File: config.mk
export PLATFORM = sky130hd
export DESIGN_NAME = axi_master_cmd_arbiter
export DESIGN_NICKNAME = d
export VERILOG_FILES = /design/src/rtl/axi_master_cmd_arbiter_pkg.sv /design/src/rtl/axi_master_cmd_arbiter_rr_arbiter.sv /design/src/rtl/axi_master_cmd_arbiter.sv
export SDC_FILE = /design/constraint.sdc
export NUM_CORES = 1
export LEC_CHECK = 0
export BUFFER_PORTS_ARGS = -buffer_cell sky130_fd_sc_hd__buf_2
export CAP_MARGIN = 10
export CORE_UTILIZATION = 45
export DETAILED_ROUTE_END_ITERATION = 12
export GPL_TIMING_DRIVEN = 0
export HOLD_SLACK_MARGIN = 0.06
export PLACE_DENSITY = 0.82
export SLEW_MARGIN = 40
export SYNTH_ARGS = -nofsm -noshare
export SYNTH_HDL_FRONTEND = slang
export SYNTH_SLANG_ARGS = --single-unit
File: constraint.sdc
create_clock -name i_axi_clk -period 8.7 [get_ports i_axi_clk]
set_clock_uncertainty 0.1 [all_clocks]
set_input_delay 1.74 -clock i_axi_clk [delete_from_list [all_inputs] [get_ports i_axi_clk]]
set_output_delay 1.74 -clock i_axi_clk [all_outputs]
set_load 0.02 [all_outputs]
File: src/rtl/axi_master_cmd_arbiter_pkg.sv
// rtl/axi_master_cmd_arbiter_pkg.sv - shared types and constants for the axi_master command arbiter
package axi_master_cmd_arbiter_pkg;

    typedef enum logic [1:0] {
        ST_IDLE      = 2'd0,
        ST_ISSUE     = 2'd1,
        ST_WAIT_BUSY = 2'd2,
        ST_WAIT_DONE = 2'd3
    } arb_state_e;

    localparam int LEN_W      = 9;
    localparam int MLEN_W     = 8;
    localparam int LEN_SAT    = 256;
    // Requester index occupies the low ID bits; ID_TAG fills everything above it.
    localparam int ID_IDX_LSB = 0;

    function automatic int idx_width(input int n);
        return (n <= 2) ? 1 : $clog2(n);
    endfunction

    // Beat count to AXI burst length: 0 behaves as 1, anything past LEN_SAT clamps.
    function automatic logic [MLEN_W-1:0] burst_len(input logic [LEN_W-1:0] len);
        if (len == '0) begin
            return '0;
        end else if (int'(len) >= LEN_SAT) begin
            return '1;
        end else begin
            return MLEN_W'(len - 1'b1);
        end
    endfunction

endpackage

File: src/rtl/axi_master_cmd_arbiter_rr_arbiter.sv
// rtl/axi_master_cmd_arbiter_rr_arbiter.sv - combinational round-robin pick starting at a pointer
module rr_arbiter
    import axi_master_cmd_arbiter_pkg::*;
#(
    parameter int N  = 4,
    parameter int IW = 2
) (
    input  logic [N-1:0]  req_i,
    input  logic [IW-1:0] ptr_i,
    output logic [N-1:0]  gnt_o,
    output logic [IW-1:0] idx_o,
    output logic          valid_o
);

    int k;

    always_comb begin
        gnt_o   = '0;
        idx_o   = '0;
        valid_o = 1'b0;
        k       = 0;
        for (int i = 0; i < N; i++) begin
            k = int'(ptr_i) + i;
            if (k >= N) begin
                k = k - N;
            end
            if (!valid_o && req_i[k]) begin
                valid_o  = 1'b1;
                gnt_o[k] = 1'b1;
                idx_o    = IW'(k);
            end
        end
    end

endmodule

File: src/rtl/axi_master_cmd_arbiter.sv
// rtl/axi_master_cmd_arbiter.sv - round-robin scheduler sharing one axi_master command port
module axi_master_cmd_arbiter
    import axi_master_cmd_arbiter_pkg::*;
#(
    parameter int  NUM_REQ         = 4,
    parameter int  MSTR_ADDR_WIDTH = 32,
    parameter int  MSTR_ID_WIDTH   = 4,
    parameter int  ID_TAG          = 0,
    parameter int  BUSY_TIMEOUT    = 16,
    localparam int IDX_W           = idx_width(NUM_REQ)
) (
    input  logic                         i_axi_clk,
    input  logic                         i_axi_rst,
    input  logic [NUM_REQ-1:0]           i_req,
    input  logic [NUM_REQ-1:0]           i_req_rnw,
    input  logic [NUM_REQ-1:0]           i_req_en_strb,
    input  logic [NUM_REQ*MSTR_ADDR_WIDTH-1:0] i_req_addr,
    input  logic [NUM_REQ*LEN_W-1:0]     i_req_len,
    output logic [NUM_REQ-1:0]           o_gnt,
    output logic [NUM_REQ-1:0]           o_done,
    output logic                         o_id_err,
    output logic                         o_timeout,
    output logic                         o_active_valid,
    output logic [IDX_W-1:0]             o_active_idx,
    output logic                         o_m_start_read_stb,
    output logic                         o_m_start_write_stb,
    output logic                         o_m_en_strb,
    output logic [MSTR_ID_WIDTH-1:0]     o_m_id,
    output logic [MSTR_ADDR_WIDTH-1:0]   o_m_addr,
    output logic [MLEN_W-1:0]            o_m_data_len,
    input  logic                         i_m_ready,
    input  logic [MSTR_ID_WIDTH-1:0]     i_m_resp_id
);

    localparam int CNT_W     = $clog2(BUSY_TIMEOUT + 1);
    localparam int TAG_SHIFT = ID_TAG << (ID_IDX_LSB + IDX_W);
    localparam logic [MSTR_ID_WIDTH-1:0] TAG_BITS = TAG_SHIFT[MSTR_ID_WIDTH-1:0];

    arb_state_e                 state_q, state_d;
    logic [IDX_W-1:0]           rr_ptr_q, rr_ptr_d;
    logic [IDX_W-1:0]           idx_q, idx_d;
    logic [NUM_REQ-1:0]         gnt_q, gnt_d;
    logic                       rnw_q, rnw_d;
    logic                       en_strb_q, en_strb_d;
    logic [MSTR_ADDR_WIDTH-1:0] addr_q, addr_d;
    logic [MLEN_W-1:0]          dlen_q, dlen_d;
    logic [MSTR_ID_WIDTH-1:0]   id_q, id_d;
    logic [CNT_W-1:0]           cnt_q, cnt_d;
    logic                       done_q, done_d;
    logic                       timeout_q, timeout_d;
    logic                       id_err_q, id_err_d;

    logic [NUM_REQ-1:0]         win_gnt;
    logic [IDX_W-1:0]           win_idx;
    logic                       win_valid;

    rr_arbiter #(
        .N  (NUM_REQ),
        .IW (IDX_W)
    ) u_rr_arbiter (
        .req_i   (i_req),
        .ptr_i   (rr_ptr_q),
        .gnt_o   (win_gnt),
        .idx_o   (win_idx),
        .valid_o (win_valid)
    );

    always_ff @(posedge i_axi_clk or negedge i_axi_rst) begin
        if (!i_axi_rst) begin
            state_q   <= ST_IDLE;
            rr_ptr_q  <= '0;
            idx_q     <= '0;
            gnt_q     <= '0;
            rnw_q     <= 1'b0;
            en_strb_q <= 1'b0;
            addr_q    <= '0;
            dlen_q    <= '0;
            id_q      <= '0;
            cnt_q     <= '0;
            done_q    <= 1'b0;
            timeout_q <= 1'b0;
            id_err_q  <= 1'b0;
        end else begin
            state_q   <= state_d;
            rr_ptr_q  <= rr_ptr_d;
            idx_q     <= idx_d;
            gnt_q     <= gnt_d;
            rnw_q     <= rnw_d;
            en_strb_q <= en_strb_d;
            addr_q    <= addr_d;
            dlen_q    <= dlen_d;
            id_q      <= id_d;
            cnt_q     <= cnt_d;
            done_q    <= done_d;
            timeout_q <= timeout_d;
            id_err_q  <= id_err_d;
        end
    end

    always_comb begin
        state_d   = state_q;
        rr_ptr_d  = rr_ptr_q;
        idx_d     = idx_q;
        gnt_d     = gnt_q;
        rnw_d     = rnw_q;
        en_strb_d = en_strb_q;
        addr_d    = addr_q;
        dlen_d    = dlen_q;
        id_d      = id_q;
        cnt_d     = cnt_q;
        done_d    = 1'b0;
        timeout_d = 1'b0;
        id_err_d  = 1'b0;
        case (state_q)
            ST_IDLE: begin
                // The completion cycle is spent idle so a finished requester never gets back-to-back grants.
                if (i_m_ready && win_valid && !done_q) begin
                    state_d   = ST_ISSUE;
                    idx_d     = win_idx;
                    gnt_d     = win_gnt;
                    rnw_d     = i_req_rnw[win_idx];
                    en_strb_d = i_req_en_strb[win_idx];
                    addr_d    = i_req_addr[win_idx*MSTR_ADDR_WIDTH +: MSTR_ADDR_WIDTH];
                    dlen_d    = burst_len(i_req_len[win_idx*LEN_W +: LEN_W]);
                    id_d      = TAG_BITS | (MSTR_ID_WIDTH'(win_idx) << ID_IDX_LSB);
                end
            end
            ST_ISSUE: begin
                state_d  = ST_WAIT_BUSY;
                cnt_d    = '0;
                rr_ptr_d = (idx_q == IDX_W'(NUM_REQ - 1)) ? '0 : idx_q + 1'b1;
            end
            ST_WAIT_BUSY: begin
                if (!i_m_ready) begin
                    state_d = ST_WAIT_DONE;
                end else if (cnt_q == CNT_W'(BUSY_TIMEOUT - 1)) begin
                    state_d   = ST_IDLE;
                    done_d    = 1'b1;
                    timeout_d = 1'b1;
                end else begin
                    cnt_d = cnt_q + 1'b1;
                end
            end
            ST_WAIT_DONE: begin
                if (i_m_ready) begin
                    state_d  = ST_IDLE;
                    done_d   = 1'b1;
                    id_err_d = (i_m_resp_id != id_q);
                end
            end
            default: state_d = ST_IDLE;
        endcase
    end

    assign o_gnt               = (state_q == ST_ISSUE) ? gnt_q : '0;
    assign o_done              = done_q ? gnt_q : '0;
    assign o_id_err            = id_err_q;
    assign o_timeout           = timeout_q;
    assign o_active_valid      = (state_q != ST_IDLE);
    assign o_active_idx        = idx_q;
    assign o_m_start_read_stb  = (state_q == ST_ISSUE) && rnw_q;
    assign o_m_start_write_stb = (state_q == ST_ISSUE) && !rnw_q;
    assign o_m_en_strb         = en_strb_q;
    assign o_m_id              = id_q;
    assign o_m_addr            = addr_q;
    assign o_m_data_len        = dlen_q;

endmodule

* Word level (Yosys, flattened, before mapping)
Index checks and enable logic that the tools add are counted.
** Word-level totals
- Flip-flop bits (word level) :: 60
- Input bits :: 183
- Output and inout port bits :: 60
- Logic and storage cells :: 136
** Operators by class
- Add/sub/neg operators :: 10
- $mul :: 1
- Order comparisons :: 14
- Eq/ne operators :: 11
- Shift-type cells :: 2
- Mux-type cells :: 60
- Bitwise gates (word level) :: 3
- Reduce and logical (&&, ||, !) cells :: 23
** Operators by type and width (number)
- $ge A32 B1 Y1 const B :: 4
- $lt A32 B4 Y1 const B :: 4
- $mux W32 :: 4
- $shiftx A128 B8 Y32 :: 1
- $ge A32 B4 Y1 const B :: 3
- $sub A32 B4 Y32 const B :: 3
- $shiftx A36 B7 Y9 :: 1
- $mux W1 :: 24
- $mux W4 :: 6
- $mux W2 :: 9
- $mux W8 :: 2
- $bmux W1 S2 :: 6
- $or A4 B4 Y4 :: 3
- $logic_and A1 B1 Y1 :: 11
- $mux W5 :: 2
- $pmux W5 S2 :: 1
- $ge A9 B9 Y1 const B :: 1
- $logic_not A9 Y1 :: 1
- $demux W1 S2 :: 4
- $ne A2 B2 Y1 const B :: 4
- $pmux W2 S4 :: 1
- $sub A8 B1 Y8 const B :: 1
- $add A2 B2 Y3 const B :: 2
- $eq A2 B2 Y1 const B :: 3
- other kinds (17) :: 23

* Longest topological paths before layout
Gate-level depths: netlist of run 1.
- Word-level depth :: 20
- Mapped depth :: 16
- Depth with buffers taken out :: 12

* Modules after synthesis
From an unflattened synthesis of run 1, not the netlist that was laid out.
** Unflattened totals
- Cells, all modules :: 321
- Area total of the unflattened synthesis :: 4187.8 sq um
** By module, submodules not included
- axi_master_cmd_arbiter :: times used 1, cells each 273, area an instance 3727.3 sq um, sequential area each 1501.4 sq um
- rr_arbiter :: times used 1, cells each 48, area an instance 460.4 sq um, sequential area each 0.0 sq um

* Worst setup path after synthesis of run 1
No wires, ideal clock.
- Path kind :: input-to-reg
- From :: input port i_req[1]
- To :: register dlen_q[0] (netlist: o_m_data_len[0])
- Setup time :: 121 ps
- Arrival time :: 4107 ps
- Data required time :: 8479 ps
- Path slack :: 4372 ps
- Stages :: 13
- Buffers on the path :: 3
- Cells stage by stage :: buf_6 > mux4_2 > buf_6 > nand2b_4 > a31oi_4 > or2_1 > buf_4 > o211ai_1 > nand2_1 > ha_1 > nand2_1 > o31a_1 > a22o_1
** Between the ends
- Word-level cells in the longest chain between the ends :: 18
- Elaborated cells on any way between the ends :: 36
- Classes of those cells :: 1 x add/sub; 1 x mul; 1 x order compare; 1 x shift; 22 x mux; 10 x reduce/logical
** RTL lines
- from (decl) :: line axi_master_cmd_arbiter.sv:14 : input logic [NUM_REQ-1:0] i_req,
- $bmux W1 S2 :: line axi_master_cmd_arbiter_rr_arbiter.sv:27 : if (!valid_o && req_i[k]) begin
- $mux W1 (not written as such) (2 in a row) :: line axi_master_cmd_arbiter_rr_arbiter.sv:27
- $mux W1 :: line axi_master_cmd_arbiter_rr_arbiter.sv:27
- $logic_not A1 Y1 :: line axi_master_cmd_arbiter_rr_arbiter.sv:27
- $logic_and A1 B1 Y1 :: line axi_master_cmd_arbiter_rr_arbiter.sv:27
- $mux W1 :: line axi_master_cmd_arbiter_rr_arbiter.sv:27
- $logic_not A1 Y1 :: line axi_master_cmd_arbiter_rr_arbiter.sv:27
- $logic_and A1 B1 Y1 :: line axi_master_cmd_arbiter_rr_arbiter.sv:27
- $mux W1 :: line axi_master_cmd_arbiter_rr_arbiter.sv:27
- $logic_not A1 Y1 :: line axi_master_cmd_arbiter_rr_arbiter.sv:27
- $logic_and A1 B1 Y1 :: line axi_master_cmd_arbiter_rr_arbiter.sv:27
- $mux W2 :: line axi_master_cmd_arbiter_rr_arbiter.sv:27
- $mul A2 B4 Y6 :: line axi_master_cmd_arbiter.sv:124 : dlen_d = burst_len(i_req_len[win_idx*LEN_W +: LEN_W]);
- $shiftx A36 B7 Y9 :: line axi_master_cmd_arbiter.sv:124
- $sub A8 B1 Y8 or $ge A9 B9 Y1 (tied branches) :: line axi_master_cmd_arbiter_pkg.sv:28, axi_master_cmd_arbiter_pkg.sv:25
- $mux W8 :: line axi_master_cmd_arbiter_pkg.sv:25 : end else if (int'(len) >= LEN_SAT) begin
- $mux W8 :: line axi_master_cmd_arbiter_pkg.sv:23 : if (len == '0) begin
- to (signal assigned) :: line axi_master_cmd_arbiter.sv:91 : dlen_q <= dlen_d;
- to (decl) :: line axi_master_cmd_arbiter.sv:46 : logic [MLEN_W-1:0] dlen_q, dlen_d;
Several ways; a longest one is shown, not always the timed one. The select of a mux whose other input is x is not followed.
A chain may end at the register's enable or synchronous reset.

* Final worst setup path of run 1
- From :: input port i_req[2]
- To :: register addr_q[24] (netlist: o_m_addr[24])
** Between the ends
- Word-level cells in the longest chain between the ends :: 16
- Elaborated cells on any way between the ends :: 30
- Classes of those cells :: 1 x shift; 20 x mux; 9 x reduce/logical
** RTL lines
- branches (longest 16 deep; another with $bmux W1 S2)
- to (signal assigned) :: line axi_master_cmd_arbiter.sv:90 : addr_q <= addr_d;
- to (decl) :: line axi_master_cmd_arbiter.sv:45 : logic [MSTR_ADDR_WIDTH-1:0] addr_q, addr_d;
Parallel ways; which one is timed is not known. The select of a mux whose other input is x is not followed.

==> results of run 1 <==
## state kept, by name (all words and copies together) (netlist names)
register      flops
rr_ptr_q          2
o_m_data_len      8
o_id_err          1
gnt_q             4
state_q           2
o_m_addr         32
cnt_q             5
o_active_idx      2
rnw_q             1
o_timeout         1
done_q            1
o_m_en_strb       1
## cell families after synthesis
kind of cell	share of synthesized area
AO/OA/AOI/OAI	0.1940
buffers and inverters	0.05728
adder cells (fa/ha/maj)	0.03242
flip-flops	0.3242
AND/OR/NAND/NOR	0.3156
XOR/XNOR	0.007565
other	0.0008098
multiplexers	0.06809
## cell type report
cell class / instances / area [sq um] / share of cell area
inverter: 10 / 37.54 / 0.006010
sequential: 60 / 1501 / 0.2404
buffer: 48 / 227.7 / 0.03646
clock buffer: 10 / 137.6 / 0.02204
clock inverter: 6 / 87.58 / 0.01402
multi-input combinational: 524 / 2875 / 0.4603
tap: 133 / 166.4 / 0.02664
timing repair buffer: 241 / 1212 / 0.1941
## synthesized netlist by cell type (5+ instances only)
library cell	instances
nor3_1	6
nor2_1	124
o21ai_1	9
and3_1	7
clkbuf_1	26
mux2i_1	12
nand2_1	133
buf_4	5
mux2_2	6
and2_1	5
mux4_2	5
a22o_1	7
a21oi_1	11
dfrtp_1	60
inv_1	9
nand3_1	38
buf_2	5
o21ai_0	78
ha_1	12
buf_1	9
## metrics by stage
| step | std cells | utilization |
|---|---|---|
| 2_1_floorplan | 642 | - |
| 3_3_place_gp | 1015 | 0.6084 |
| 3_5_place_dp | 1016 | 0.6100 |
| 4_1_cts | 1032 | 0.6328 |
| 5_1_grt | 1032 | 0.6332 |
| 6_report | 1032 | 0.6332 |
## worst min-delay path by stage
stage                                to  slack [ns]
6_report        o_m_addr[8]$_DFFE_PN0P_        0.38
5_1_grt         o_m_addr[7]$_DFFE_PN0P_        0.39
4_1_cts         o_m_addr[8]$_DFFE_PN0P_        0.38
3_5_place_dp    o_m_addr[8]$_DFFE_PN0P_        0.37
3_3_place_gp   o_m_addr[11]$_DFFE_PN0P_        0.36
2_1_floorplan      gnt_q[0]$_DFFE_PN0P_        0.36
## per-layer routing
metal / GRT usage / routed length [um] / up-vias
met5: 0 / 0 / -
met4: 0.06609 / 182 / 0
met3: 0.05108 / 1084 / 19
met2: 0.4605 / 7497 / 219
met1: 0.3871 / 6652 / 2540
li1: - / - / 2706
## cell usage in the layout, fill, tap and decap left out, types with 5 or more instances in the layout
master,instances
buf_2,245
nand2_1,133
nor2_1,124
o21ai_0,78
dfrtp_1,60
nand3_1,38
clkbuf_1,26
mux2i_1,12
ha_1,12
a21oi_1,11
clkbuf_8,10
inv_1,9
o21ai_1,9
buf_1,9
and3_1,7
a22o_1,7
mux2_2,6
nor3_1,6
mux4_2,5
buf_4,5
and2_1,5
## report_power, final
group	switching (mW)	internal, mW	leakage [nW]
Combinational	1.01	0.564	2.35
Sequential	0.0910	0.403	0.750
Clock	0.112	0.169	0.116
## critical path, delay by kind of cell
kind	cells	cell delay [ns]
buffers and inverters	5	1.71
AOI/OAI and AO/OA	4	0.68
and+or+nand+nor	4	0.62
==> metrics.txt, run 1 <==
status=completed; gp weighted congestion=0.8647; Syn-to-layout area delta=34.88%; Slew headroom=0.5636; total core area=9864 sq um; vias post-DR=5484; WHS Path Cells=2; fin. max-slew vios=0; top cells by area, synth=dfrtp_1 (32%), nand2_1 (11%), nor2_1 (10%); Routed WL=15.42 mm; layout cells sized above 1=0.3237; fillcell total=915; Hold Path Class=flop to flop; dominant cell type by area after synthesis=dfrtp_1; Crit path top cell by count=clkbuf_1; hold buffer count at cts=0; ys flop type=dfrtp_1; unrepaired setup endpoints after global routing=false; initial antenna violation count=0; # port buffers=240; Post-DRT Antenna Nets=0; post-synth cell types=64; Post-Syn Area=4631 sq um; Via density=5.314; Clock Tree Root=clkbuf_8; drt drc=0; die width=103.4 um; hpwl dp=12.01 mm; final worst slack=4.110 ns; final net count=1089; DIE HEIGHT=103.4 um; Detailed Route Iter0 Violations=428; first-pass GRT wire length=22.86 mm; Rows=36; Min-Delay Startpoint=o_m_addr[8]$_DFFE_PN0P_; CTS sink cnt=60; clock buffer depth=2; latest clock arrival within the worst-skew pair=0.34 ns; Total GRT Usage=0.2814; Slew @ Worst Pin=0.6546 ns; reg2reg setup slack=4.14 ns; Peak Freq=0.2179 GHz; Final Instance Area=6246 sq um; Avg Cell Area, Syn=7.224 sq um; Hold WS=0.3770 ns; postcts setup bufs=0; async set-reset flop share out of synthesis=1.000; Crit Path Class=input pin to flop; top cell type's share of synthesized area=0.3242; WP data arrival=4.75 ns; CP max FO=10; Ant. Diodes=0; Max-cap violations=0; wire per inst=14.94 um; quantity of gates resized following cts=0; Post-Synthesis Cells=641; CTS tree=built; Worst Reg-to-Reg Cells=14; Overflow after GRT=0; clk slew on worst S/H paths=0.07 ns; Pwr per Cell Area=375.2 nW/um^2; Startpoint Class=input pin; Initial DRT Pass Iterations=5; Crit. End Element=flop; register area share after synthesis=0.3242; final hold vios=0; CP cell instances=buf_2 -> clkbuf_1 -> nor2b_1 -> o21ai_0 -> o211ai_1 -> nand2_1 -> clkbuf_1 -> buf_1 -> clkbuf_1 -> nand2_1 -> nand3_1 -> o21ai_0 -> o21ai_1; DP Worst Slack=3.790 ns; largest net degree at the start of global routing=61; CTS buffer count=9; setup TNS=0 ns; WP data required=8.86 ns; Tcrit/Tclk final=0.5276; Critical Path Max Stage Delay=0.51 ns; crit path time final=4.590 ns; total power=2.344 mW; number of warnings issued by yosys=0; CP startpoint=i_req[2]; worst reg2reg path endpoint=o_m_addr[24]$_DFFE_PN0P_; vias in the first global route=4651; worst r2r src=rr_ptr_q[0]$_DFFE_PN0N_; io pins=243; Placed Area=6017 sq um; Critical Path End=o_m_addr[24]$_DFFE_PN0P_; Starting Density=0.4694; Setup Viol. Count Final=0; worst vdd ir=0.2300 mV; EDFF count, synth=0; flops & latches, synth=60; CP max stage cell=clkbuf_1; CTS HTree Levels=3; Pleak=3.220 nW; die footprint=10700 sq um
Note: power is estimated with default switching activity, not from simulation.
==> run 2: changes to the inputs <==
clock period = 4.5 ns   (was 8.7 ns; I/O delays follow)
==> metrics.txt, run 2 (same netlist as run 1, synthesis figures left out) <==
fin. max-slew vios=0; part of the power in combinational logic=0.670; DIE HEIGHT=103.4 um; most frequent cells in the layout=buf_2 (244), nand2_1 (133), nor2_1 (124); die width=103.4 um; final net count=1089; drt drc=0; WP data arrival=4.37 ns; Post-DRT Antenna Nets=0; Pleak=3.227 nW; Critical Path Max Stage Delay=0.46 ns; DP Worst Slack=-0.007535 ns; Top Family by Delay on Critical Path=compound AO/OA/AOI/OAI gates; largest net degree at the start of global routing=61; Max-cap violations=0; Crit Path Class=flop to flop; WP buf/inv=4; wire per inst=14.91 um; status=completed; Peak Freq=0.2354 GHz; CTS buffer count=9; CP cell instances=buf_2 -> clkbuf_4 -> inv_2 -> ha_2 -> mux4_2 -> nand2b_1 -> a21oi_2 -> or2_1 -> buf_4 -> o211ai_1 -> nand2_1 -> ha_1 -> nand2_1 -> o31a_1 -> a22o_1; unrepaired setup endpoints after global routing=false; vias post-DR=5496; Starting Density=0.4694; most common cell after layout, fill and taps aside=buf_2; hpwl dp=12.01 mm; CTS HTree Levels=3; Slew headroom=0.5624; latest clock arrival within the worst-skew pair=0.33 ns; clock buffer depth=2; Tcrit/Tclk final=0.9441; first-pass GRT wire length=22.86 mm; Startpoint Class=flop; Ant. Diodes=0; Psw=2.329 mW; gp weighted congestion=0.8647; Overflow after GRT=0; Net Sw Frac=0.5137; Pint=2.205 mW; layout cells sized above 1=0.3293; final hold vios=0; Routed WL=15.39 mm; Total GRT Usage=0.2814; clk slew on worst S/H paths=0.07 ns; # port buffers=240; Initial DRT Pass Iterations=6; io pins=243; Detailed Route Iter0 Violations=398; final worst slack=0.2514 ns; Hold Path Class=flop to flop; total power=4.534 mW; WP data required=4.62 ns; Crit path top cell by count=nand2_1; die footprint=10700 sq um; worst vdd ir=0.4446 mV; Clock Power Share=0.119; Flop pwr share=0.211; Via density=5.326; total core area=9864 sq um; Pwr per Cell Area=724.7 nW/um^2; number of flip-flops in the largest register=32; CTS tree=built; Crit. End Element=flop; CP max stage cell=dfrtp_2; crit path time final=4.249 ns; CTS sink cnt=60; CP max FO=11; postcts setup bufs=0; Syn-to-layout area delta=35.10%; vias in the first global route=4651; initial antenna violation count=0; Slew @ Worst Pin=0.6564 ns; Rows=36; Setup Viol. Count Final=0; Clock Tree Root=clkbuf_8
[run 2: cell types whose count changed in the layout (fill, tap and decap cells not counted), sizes merged]
cell | before | now
clkbuf | 36 | 38
buf | 263 | 261
[run 2: repair_timing]
action,4_1_cts,5_1_grt
setup endpoints to repair,4,27
resized for setup,1,6
hold buffers,0,0
[run 2: worst paths after layout]
path,startpoint,to,slack [ns],cells after the start
max,rr_ptr_q[0]$_DFFE_PN0N_,o_m_data_len[3]$_DFFE_PN0P_,0.25,15
min,o_m_addr[8]$_DFFE_PN0P_,o_m_addr[8]$_DFFE_PN0P_,0.38,2
max reg2reg,rr_ptr_q[0]$_DFFE_PN0N_,o_m_data_len[3]$_DFFE_PN0P_,0.25,15
min reg2reg,o_m_addr[8]$_DFFE_PN0P_,o_m_addr[8]$_DFFE_PN0P_,0.38,2
max in group asynchronous,i_axi_rst,rr_ptr_q[0]$_DFFE_PN0N_,3.47,1
min in group asynchronous,i_axi_rst,o_m_addr[15]$_DFFE_PN0P_,0.42,1
[run 2: metal layers]
metal,up-vias,share of wire,GRT usage
met4,0,0.0097,0.06609
met3,17,0.073,0.05108
met2,233,0.49,0.4605
met5,-,0,0
met1,2538,0.43,0.3871
li1,2708,-,-
[run 2: area by class of cell]
type                    count  area, sq um
inverters                  10        37.54
fillers                   913         3608
flip-flops and latches     60         1503
clock buffers              10        137.6
well taps                 133        166.4
clock inverters             6        87.58
plain buffers              48        234.0
repair buffers            241         1212
multi-input cells         524         2878
[run 2: metrics by stage]
| stage | area [sq um] | utilization | hold slack (ns) | instances | setup TNS (ns) |
|---|---|---|---|---|---|
| final | 6256 | 0.6342 | 0.3778 | 1032 | 0 |
| after global routing | 6256 | 0.6342 | 0.3903 | 1032 | 0 |
| after CTS | 6243 | 0.6329 | 0.3815 | 1032 | 0 |
| after detailed placement | 6017 | 0.6100 | 0.3674 | 1016 | -0.007535 |
| after global placement | 6002 | 0.6084 | 0.3568 | 1015 | 0 |
| after floorplan | 4634 | - | 0.3564 | 642 | 0 |
[run 2: power groups by stage]
stage          registers, mW  clock network, mW  logic, mW
2_1_floorplan           1.16                  0       1.89
3_3_place_gp           0.947                  0       2.97
3_5_place_dp           0.955                  0       3.00
4_1_cts                0.951              0.550       3.02
5_1_grt                0.986              0.576       3.36
6_report               0.956              0.542       3.04
[run 2: tightest hold or removal path, cell delays in order (launching register included)]
cell and delay (ns):
dfrtp_1 0.34, nand2_1 0.04, o21ai_0 0.06
